--- src/rtl/core_pkg.sv ---
// Shared types and default sizes for the fetch-to-decode instruction queue.
// Latency: none (types and constants only).
// Backpressure: none (types and constants only).
package core_pkg;

    localparam int IQ_DEPTH   = 8;
    localparam int IQ_FETCH_W = 2;
    localparam int IQ_PC_W    = 32;
    localparam int IQ_INSTR_W = 32;

    // One queued instruction: its fetch PC and the raw instruction word
    typedef struct packed {
        logic [IQ_PC_W-1:0]    pc;
        logic [IQ_INSTR_W-1:0] instr;
    } fq_entry_t;

endpackage

--- src/rtl/iq_storage.sv ---
// Entry storage for instr_queue: PORTS write ports, PORTS fall-through read ports, no reset.
// Latency: writes are visible on the cycle after the edge; reads are combinational.
// Backpressure: none here; the caller guarantees distinct write addresses per cycle.
module iq_storage
    import core_pkg::*;
#(
    parameter int PORTS = IQ_FETCH_W,
    parameter int DEPTH = IQ_DEPTH,
    localparam int PTR_W = $clog2(DEPTH)
)(
    input  logic                        clk,
    input  logic [PORTS-1:0]            wr_vld_i,
    input  logic [PORTS-1:0][PTR_W-1:0] wr_addr_i,
    input  fq_entry_t [PORTS-1:0]       wr_dat_i,
    input  logic [PORTS-1:0][PTR_W-1:0] rd_addr_i,
    output fq_entry_t [PORTS-1:0]       rd_dat_o
);

    fq_entry_t mem_q [DEPTH];

    // Write every enabled lane; contents are deliberately left unreset
    always_ff @(posedge clk) begin
        for (int i = 0; i < PORTS; i++) begin
            if (wr_vld_i[i]) begin
                mem_q[wr_addr_i[i]] <= wr_dat_i[i];
            end
        end
    end

    // Fall-through read of the requested slots
    always_comb begin
        for (int i = 0; i < PORTS; i++) begin
            rd_dat_o[i] = mem_q[rd_addr_i[i]];
        end
    end

endmodule

--- src/rtl/instr_queue.sv ---
// Circular instruction queue between fetch and decode, FETCH_W lanes in and out (INSTR_QUEUE_BYPASS_EN adds same-cycle bypass when empty).
// Latency: 1 cycle from if_valid to dq_valid; 0 cycles when empty with INSTR_QUEUE_BYPASS_EN.
// Backpressure: fq_stall from registered count leaves room for two bundles; overflowing lanes are dropped and flag ovf_err.
module instr_queue
    import core_pkg::*;
#(
    parameter int FETCH_W = IQ_FETCH_W,
    parameter int PC_W    = IQ_PC_W,
    parameter int INSTR_W = IQ_INSTR_W,
    parameter int DEPTH   = IQ_DEPTH
)(
    input  logic                            clk,
    input  logic                            reset,
    input  logic [FETCH_W-1:0]              if_valid,
    input  logic [FETCH_W-1:0][PC_W-1:0]    if_pc,
    input  logic [FETCH_W-1:0][INSTR_W-1:0] if_instr,
    input  logic                            flush,
    output logic                            fq_stall,
    output logic [FETCH_W-1:0]              dq_valid,
    output logic [FETCH_W-1:0][PC_W-1:0]    dq_pc,
    output logic [FETCH_W-1:0][INSTR_W-1:0] dq_instr,
    input  logic [FETCH_W-1:0]              dec_accept,
    output logic                            ovf_err
);

    localparam int PTR_W = $clog2(DEPTH);
    localparam int CNT_W = $clog2(DEPTH + 1);
    localparam logic [CNT_W-1:0] STALL_TH = CNT_W'(DEPTH - 2 * FETCH_W);

    if ((DEPTH & (DEPTH - 1)) != 0 || DEPTH < 4 * FETCH_W) begin : g_bad_depth
        $error("instr_queue: DEPTH must be a power of 2 and at least 4*FETCH_W");
    end
    if (PC_W != IQ_PC_W || INSTR_W != IQ_INSTR_W) begin : g_bad_width
        $error("instr_queue: PC_W/INSTR_W must match fq_entry_t in core_pkg");
    end

    logic [CNT_W-1:0] count_q, count_d;
    logic [PTR_W-1:0] head_q, head_d, tail_q, tail_d;
    logic             ovf_err_q;

    logic [FETCH_W-1:0]            cin_vld;
    fq_entry_t [FETCH_W-1:0]       cin_dat;
    logic [FETCH_W-1:0]            wr_en;
    logic [FETCH_W-1:0][PTR_W-1:0] wr_addr, rd_addr;
    fq_entry_t [FETCH_W-1:0]       wr_dat, rd_dat;
    logic                          byp, run, drop;
    int                            n_in, n_deq, n_adv, n_free, n_enq;

    iq_storage #(.PORTS(FETCH_W), .DEPTH(DEPTH)) u_storage (
        .clk       (clk),
        .wr_vld_i  (wr_en),
        .wr_addr_i (wr_addr),
        .wr_dat_i  (wr_dat),
        .rd_addr_i (rd_addr),
        .rd_dat_o  (rd_dat)
    );

    // Pack the valid fetch lanes into lane order so gaps never reach storage
    always_comb begin
        cin_vld = '0;
        cin_dat = '0;
        n_in    = 0;
        for (int i = 0; i < FETCH_W; i++) begin
            if (if_valid[i]) begin
                for (int j = 0; j < FETCH_W; j++) begin
                    if (j == n_in) begin
                        cin_vld[j]       = 1'b1;
                        cin_dat[j].pc    = if_pc[i];
                        cin_dat[j].instr = if_instr[i];
                    end
                end
                n_in++;
            end
        end
    end

    // Head slots are read in order, oldest in lane 0
    always_comb begin
        for (int i = 0; i < FETCH_W; i++) begin
            rd_addr[i] = head_q + PTR_W'(i);
        end
    end

    // Present entries to decode, count what decode took, and place incoming lanes
    always_comb begin
        byp = 1'b0;
        for (int i = 0; i < FETCH_W; i++) begin
            dq_valid[i] = count_q > CNT_W'(i);
            dq_pc[i]    = rd_dat[i].pc;
            dq_instr[i] = rd_dat[i].instr;
        end
`ifdef INSTR_QUEUE_BYPASS_EN
        // Empty queue: hand the fetch bundle straight to decode this cycle
        byp = (count_q == '0) && !flush;
        if (byp) begin
            for (int i = 0; i < FETCH_W; i++) begin
                dq_valid[i] = cin_vld[i];
                dq_pc[i]    = cin_dat[i].pc;
                dq_instr[i] = cin_dat[i].instr;
            end
        end
`endif
        // Only the leading run of offered-and-accepted lanes is consumed
        n_deq = 0;
        run   = 1'b1;
        for (int i = 0; i < FETCH_W; i++) begin
            if (run && dq_valid[i] && dec_accept[i]) begin
                n_deq++;
            end else begin
                run = 1'b0;
            end
        end
        // Bypassed lanes taken by decode never touch storage, so head stays put
        n_adv  = byp ? 0 : n_deq;
        n_free = DEPTH - int'(count_q) + n_adv;
        wr_en   = '0;
        wr_addr = '0;
        wr_dat  = '0;
        n_enq   = 0;
        drop    = 1'b0;
        for (int j = 0; j < FETCH_W; j++) begin
            if (cin_vld[j] && !(byp && j < n_deq)) begin
                if (n_enq < n_free) begin
                    wr_en[j]   = !flush;
                    wr_addr[j] = tail_q + PTR_W'(n_enq);
                    wr_dat[j]  = cin_dat[j];
                    n_enq++;
                end else begin
                    drop = 1'b1;
                end
            end
        end
        count_d = CNT_W'(int'(count_q) + n_enq - n_adv);
        head_d  = head_q + PTR_W'(n_adv);
        tail_d  = tail_q + PTR_W'(n_enq);
    end

    // Pointer, count and sticky overflow state; reset beats flush beats normal traffic
    always_ff @(posedge clk) begin
        if (reset) begin
            count_q   <= '0;
            head_q    <= '0;
            tail_q    <= '0;
            ovf_err_q <= 1'b0;
        end else if (flush) begin
            count_q <= '0;
            head_q  <= '0;
            tail_q  <= '0;
        end else begin
            count_q   <= count_d;
            head_q    <= head_d;
            tail_q    <= tail_d;
            ovf_err_q <= ovf_err_q | drop;
        end
    end

    assign fq_stall = count_q > STALL_TH;
    assign ovf_err  = ovf_err_q;

endmodule
--- config.mk ---
export PLATFORM = sky130hd
export DESIGN_NAME = instr_queue
export DESIGN_NICKNAME = d
export VERILOG_FILES = /design/src/rtl/core_pkg.sv /design/src/rtl/iq_storage.sv /design/src/rtl/instr_queue.sv
export SDC_FILE = /design/constraint.sdc
export NUM_CORES = 1
export LEC_CHECK = 0
export ABC_CLOCK_PERIOD_IN_PS = 26600
export BUFFER_PORTS_ARGS = -buffer_cell sky130_fd_sc_hd__buf_2
export CAP_MARGIN = 20
export CORE_ASPECT_RATIO = 0.6
export CORE_MARGIN = 4
export CORE_UTILIZATION = 35
export CTS_CLUSTER_SIZE = 24
export DETAILED_ROUTE_END_ITERATION = 10
export GPL_TIMING_DRIVEN = 0
export HOLD_SLACK_MARGIN = 0.15
export SYNTH_ARGS = -nofsm -noshare
export SYNTH_HDL_FRONTEND = slang
export SYNTH_SLANG_ARGS = --single-unit
--- constraint.sdc ---
create_clock -name clk -period 26.6 [get_ports clk]
set_input_delay 5.32 -clock clk [delete_from_list [all_inputs] [get_ports clk]]
set_output_delay 5.32 -clock clk [all_outputs]
set_load 0.03 [all_outputs]
# Word-level counts from Yosys, hierarchy flattened

Memories as Yosys holds them, arrays and structs flattened. A register that Yosys moved wholly into a read port is not among the register bits.
Cells that the tools add are included.

Register bits: 11
Memory bits (writable): 512
Input bits: 135
Output and inout port bits: 132
Logic and storage cells: 65
Memories: 1

Memory list:

| name            | depth | width | rd ports | clocked after memory_dff | wr ports | RTL line         | RTL |
|---|---|---|---|---|---|---|---|
| u_storage.mem_q | 8     | 64    | 2        | 1                        | 2        | iq_storage.sv:19 | `fq_entry_t mem_q [DEPTH];` |

$add $sub $neg: 10
Magnitude comparators: 5
Equal/unequal tests: 1
Multiplexer cells: 37
Bitwise gates (word level): 1
Reductions and logical operators: 6

Operators by type and width:

| cell                                                | count |
|---|---|
| two-way mux 64 bit                                  | 7 |
| two-way mux 128 bit                                 | 1 |
| adder 32 x 2 -> 32 bit (second input constant)      | 1 |
| adder 5 x 32 -> 32 bit                              | 1 |
| == test 2 x 32 -> 1 bit (first input constant)      | 1 |
| logical NOT 32 bit                                  | 1 |
| < comparator 1 x 32 -> 1 bit (first input constant) | 1 |
| < comparator 32 bit                                 | 1 |
| two-way mux 32 bit                                  | 1 |
| two-way mux 1 bit                                   | 20 |
| two-way mux 3 bit                                   | 5 |
| adder 3 bit                                         | 3 |
| > comparator 4 x 1 -> 1 bit (second input constant) | 2 |
| two-way mux 4 bit                                   | 2 |
| subtractor 4 x 4 -> 5 bit (first input constant)    | 1 |
| adder 4 bit                                         | 1 |
| > comparator 4 x 3 -> 1 bit (second input constant) | 1 |
| subtractor 4 bit                                    | 1 |
| adder 3 x 1 -> 3 bit (second input constant)        | 1 |
| logical AND 1 bit                                   | 3 |
| adder 1 x 1 -> 2 bit (second input constant)        | 1 |
| two-way mux 2 bit                                   | 1 |
| OR reduction 2 bit                                  | 1 |
| logical NOT 1 bit                                   | 1 |
| bitwise OR 1 bit                                    | 1 |

# Logic depth before layout (Yosys ltp)

Depth after elaboration: 15
Depth in mapped cells: 28
Gate-level depth less buffers: 26

# By module

A second synthesis with hierarchy kept.

Cell total of the unflattened synthesis: 1,927
Area, all modules: 31,861.8 µm²

Modules (own cells, without submodules):

| module      | instances | cells an instance | area an instance (µm²) | sequential area each (µm²) |
|---|---|---|---|---|
| iq_storage  | 1         | 1,557             | 29,296.8               | 15,374.7 |
| instr_queue | 1         | 370               | 2,565.0                | 220.2 |

# Least setup slack after synthesis

OpenSTA, ideal clock, no wires.

Path type: in2reg
Start: input port dec_accept[1]
End: memory u_storage.mem_q[0][0] (netlist name), enable pin
Arrival time: 12.570 ns
Data required time: 26.019 ns
Slack: 13.450 ns
Stages on the path: 13
Path buffers: 1
Path through: and3_1 -> ha_1 -> ha_1 -> fa_1 -> nand3_1 -> ha_1 -> nand4_1 -> nor2_1 -> o311ai_2 -> o31ai_4 -> buf_6 -> or4_4 -> o31ai_1

RTL lines:

| what            | RTL line          | RTL |
|---|---|---|
| start, declared | instr_queue.sv:22 | `input logic [FETCH_W-1:0] dec_accept,` |
| end, declared   | iq_storage.sv:19  |  |

==> metrics <==
I/O Buffers approximately 140; fin cells ~3400; Pwr Total 3627 µW; Top FF cell, synth edfxtp_1; CP Capture Type register; Antenna Nets Post-Route 0; share of the clock period used by the worst path ~40%; Synth Instances between 1500 and 2000; DIE HEIGHT approximately 240 µm; die area about 94000 µm²; grt ovf 0; r2r worst-path depth 28; maximum clock rate approximately 0.092 GHz; hold endpoint ovf_err; P&R area growth vs syn 15.36%; status completed; final number of setup-violating endpoints 0; setup slack, reg-to-reg ~20000 ps; buffer depth of the longest clock path 3; Critical Path RT between 20000 and 30000 ps; Peak VDD IR about 52 µV; TritonCTS Buffers between 50 and 60; Mapped Area between 30000 and 40000 µm²; syn_area_per_cell around 16 µm²; first-pass GRT wire length roughly 180 mm; count of different cell masters after synthesis 55; slowest stage delay, CP 500 ps; clk slew on worst S/H paths about 60 ps; Post-CTS Resized 0; Hold Path Depth 2; EDFF count, synth between 500 and 600; Filler cells 7890; latest clock arrival within the worst-skew pair 650 ps; row cnt between 80 and 90; worst setup path category in2reg; RR Endpoint u_storage.mem_q[2][30]; vias between 20000 and 25000; number of max-slew violations in the final report 0; WL final between 100 and 150 mm; min-delay worst type reg2reg; Max-Cap Viols 0; area of the multi-input gates roughly 14000 µm²; Post-CTS Hold Fix Bufs 0; register area share after synthesis 50.24%; RePlAce Congestion about 0.9; Worst Path Arrival 11240 ps; Iter 0 DRT Violations 4353; synth cell count leaders 512 x a32o_1, 512 x edfxtp_1, 256 x mux4_2; Startpoint Class input port; Starting Density between 30 and 40%; R2R Path Start count_q[0]; CTS Sinks 523; I/O pin cnt ~270; post-CTS setup buffer count 0; vias in the first global route about 24000; clock tree from TritonCTS done; Yosys top cell by area edfxtp_1; routed vias/inst approximately 7.1; gr usage total between 20% and 30%; placed cells 3280; Hold Startpoint ovf_err; pin count of the biggest net entering global routing 23; RSZ-0062 raised after global routing no; Detail Placement HPWL between 80 and 90 mm; slew at the pin closest to its max-slew limit between 1000 and 1500 ps; CP max stage cell or4bb_1; Register Area between 15000 and 20000 µm²; Syn Nets about 2100; Root Driver clkbuf_16; asr flop ratio synth 0%; drt pass-1 iters 8; synthesis warning total 0; DR DRC count 0; post-synth top area share 49.53%; setup TNS 0 ps; PD cells approximately 100 nW/µm²; initial antenna violation count 19; flops & latches, synth 523; clock skew about 27 ps; crit-path max FO 21; crit path time final between 10000 and 15000 ps; Die X ~390 µm; core area between 80000 and 90000 µm²; Final Hold Viols 0; routed length per instance 36.78 µm; Synth area leaders edfxtp_1 50%, mux4_2 19%, a32o_1 17%; Critical Path Most Common Cell ha_1; Leak about 0.011 µW; H-Tree Depth 2; layout cells sized above 1 roughly a third; nets 2353; max_slew headroom 18.27%
worst max-delay path by stage:
stage,depth (start not counted),to,from
finish,25,u_storage.mem_q[2][30],dec_accept[1]
global route,25,u_storage.mem_q[2][29],dec_accept[1]
CTS,25,u_storage.mem_q[2][30],dec_accept[1]
detailed placement,25,u_storage.mem_q[2][27],dec_accept[1]
global placement,12,u_storage.mem_q[5][11],dec_accept[1]
floorplan,13,u_storage.mem_q[0][0],dec_accept[1]
routing by layer:
layer	vias up	part of all wire (%)	wire length, µm	GRT usage, %
li1	9127	-	-	-
met1	12370	38	47200	36.24
met2	2405	42	52850	36.94
met3	316	16	20470	9.697
met4	8	3.7	4596	9.125
met5	-	0.034	42	0
final cells by class:
type,instances,share of cell area (%)
buffer,365,4.927
timing repair buffer,181,4.259
sequential,523,43.55
antenna,14,0.09784
inverter,17,0.1782
clock inverter,29,0.5486
tap,1161,4.057
clock buffer,68,4.099
multi-input combinational,1045,38.28
flip-flops by register name (all words and copies together), names as in the netlist:
signal and cells:
head_q 3, u_storage.mem_q 512, tail_q 3, ovf_err 1
count_q 4
layout by cell type (no fill, tap or decap), types with 4 or more instances in the layout:
cell,n
a32o_1,512
edfxtp_1,512
mux4_2,256
buf_2,206
buf_1,165
mux2_2,128
clkbuf_1,98
clkbuf_16,57
buf_6,41
ha_1,25
nor2_1,19
clkinv_1,17
buf_8,17
inv_1,16
diode_2,14
o21ai_4,12
buf_12,12
dfxtp_1,11
buf_16,11
nand2_1,8
a21oi_1,7
buf_4,7
clkinv_2,7
and2_1,6
xnor2_1,5
fa_1,5
nand3b_1,4
nand3_1,4
o21ai_2,4
o211ai_2,4
kinds of logic (layout without fill, tap and decap cells):
family / Yosys count / count (layout) / share of synthesized area (%)
flops: 523 / 523 / 50.24
mux: 385 / 385 / 23.25
simple gates: 64 / 64 / 1.137
xor+xnor: 8 / 8 / 0.2257
compound gates: 558 / 558 / 17.93
fa+ha+maj: 30 / 30 / 1.330
buf+inv: 382 / 660 / 5.889
other cells: 0 / 14 / 0
power breakdown:
| group | switching (µW) | total (µW) | internal (µW) |
|---|---|---|---|
| combinational | 1100 | 1780 | 679 |
| clock | 348 | 756 | 408 |
| sequential | 40.5 | 1090 | 1050 |
worst max-delay path, delay by kind of cell:
kind / cells / cell delay (ps)
compound gates: 6 / 1320
fa+ha+maj: 5 / 1350
buf+inv: 6 / 1410
simple gates: 8 / 1800
through the flow:
stage	area [µm²]	hold WS [ps]	setup slack (ps)	utilization, %
floorplan	31040	577.8	13450	-
global placement	33180	454.5	7662	37.81
detailed placement	33940	467.4	15100	38.67
CTS	35600	478.4	15760	40.57
global route	35790	493.9	15430	40.79
finish	35810	480.7	15700	40.80
No activity file was read; power rests on OpenSTA's default activity.
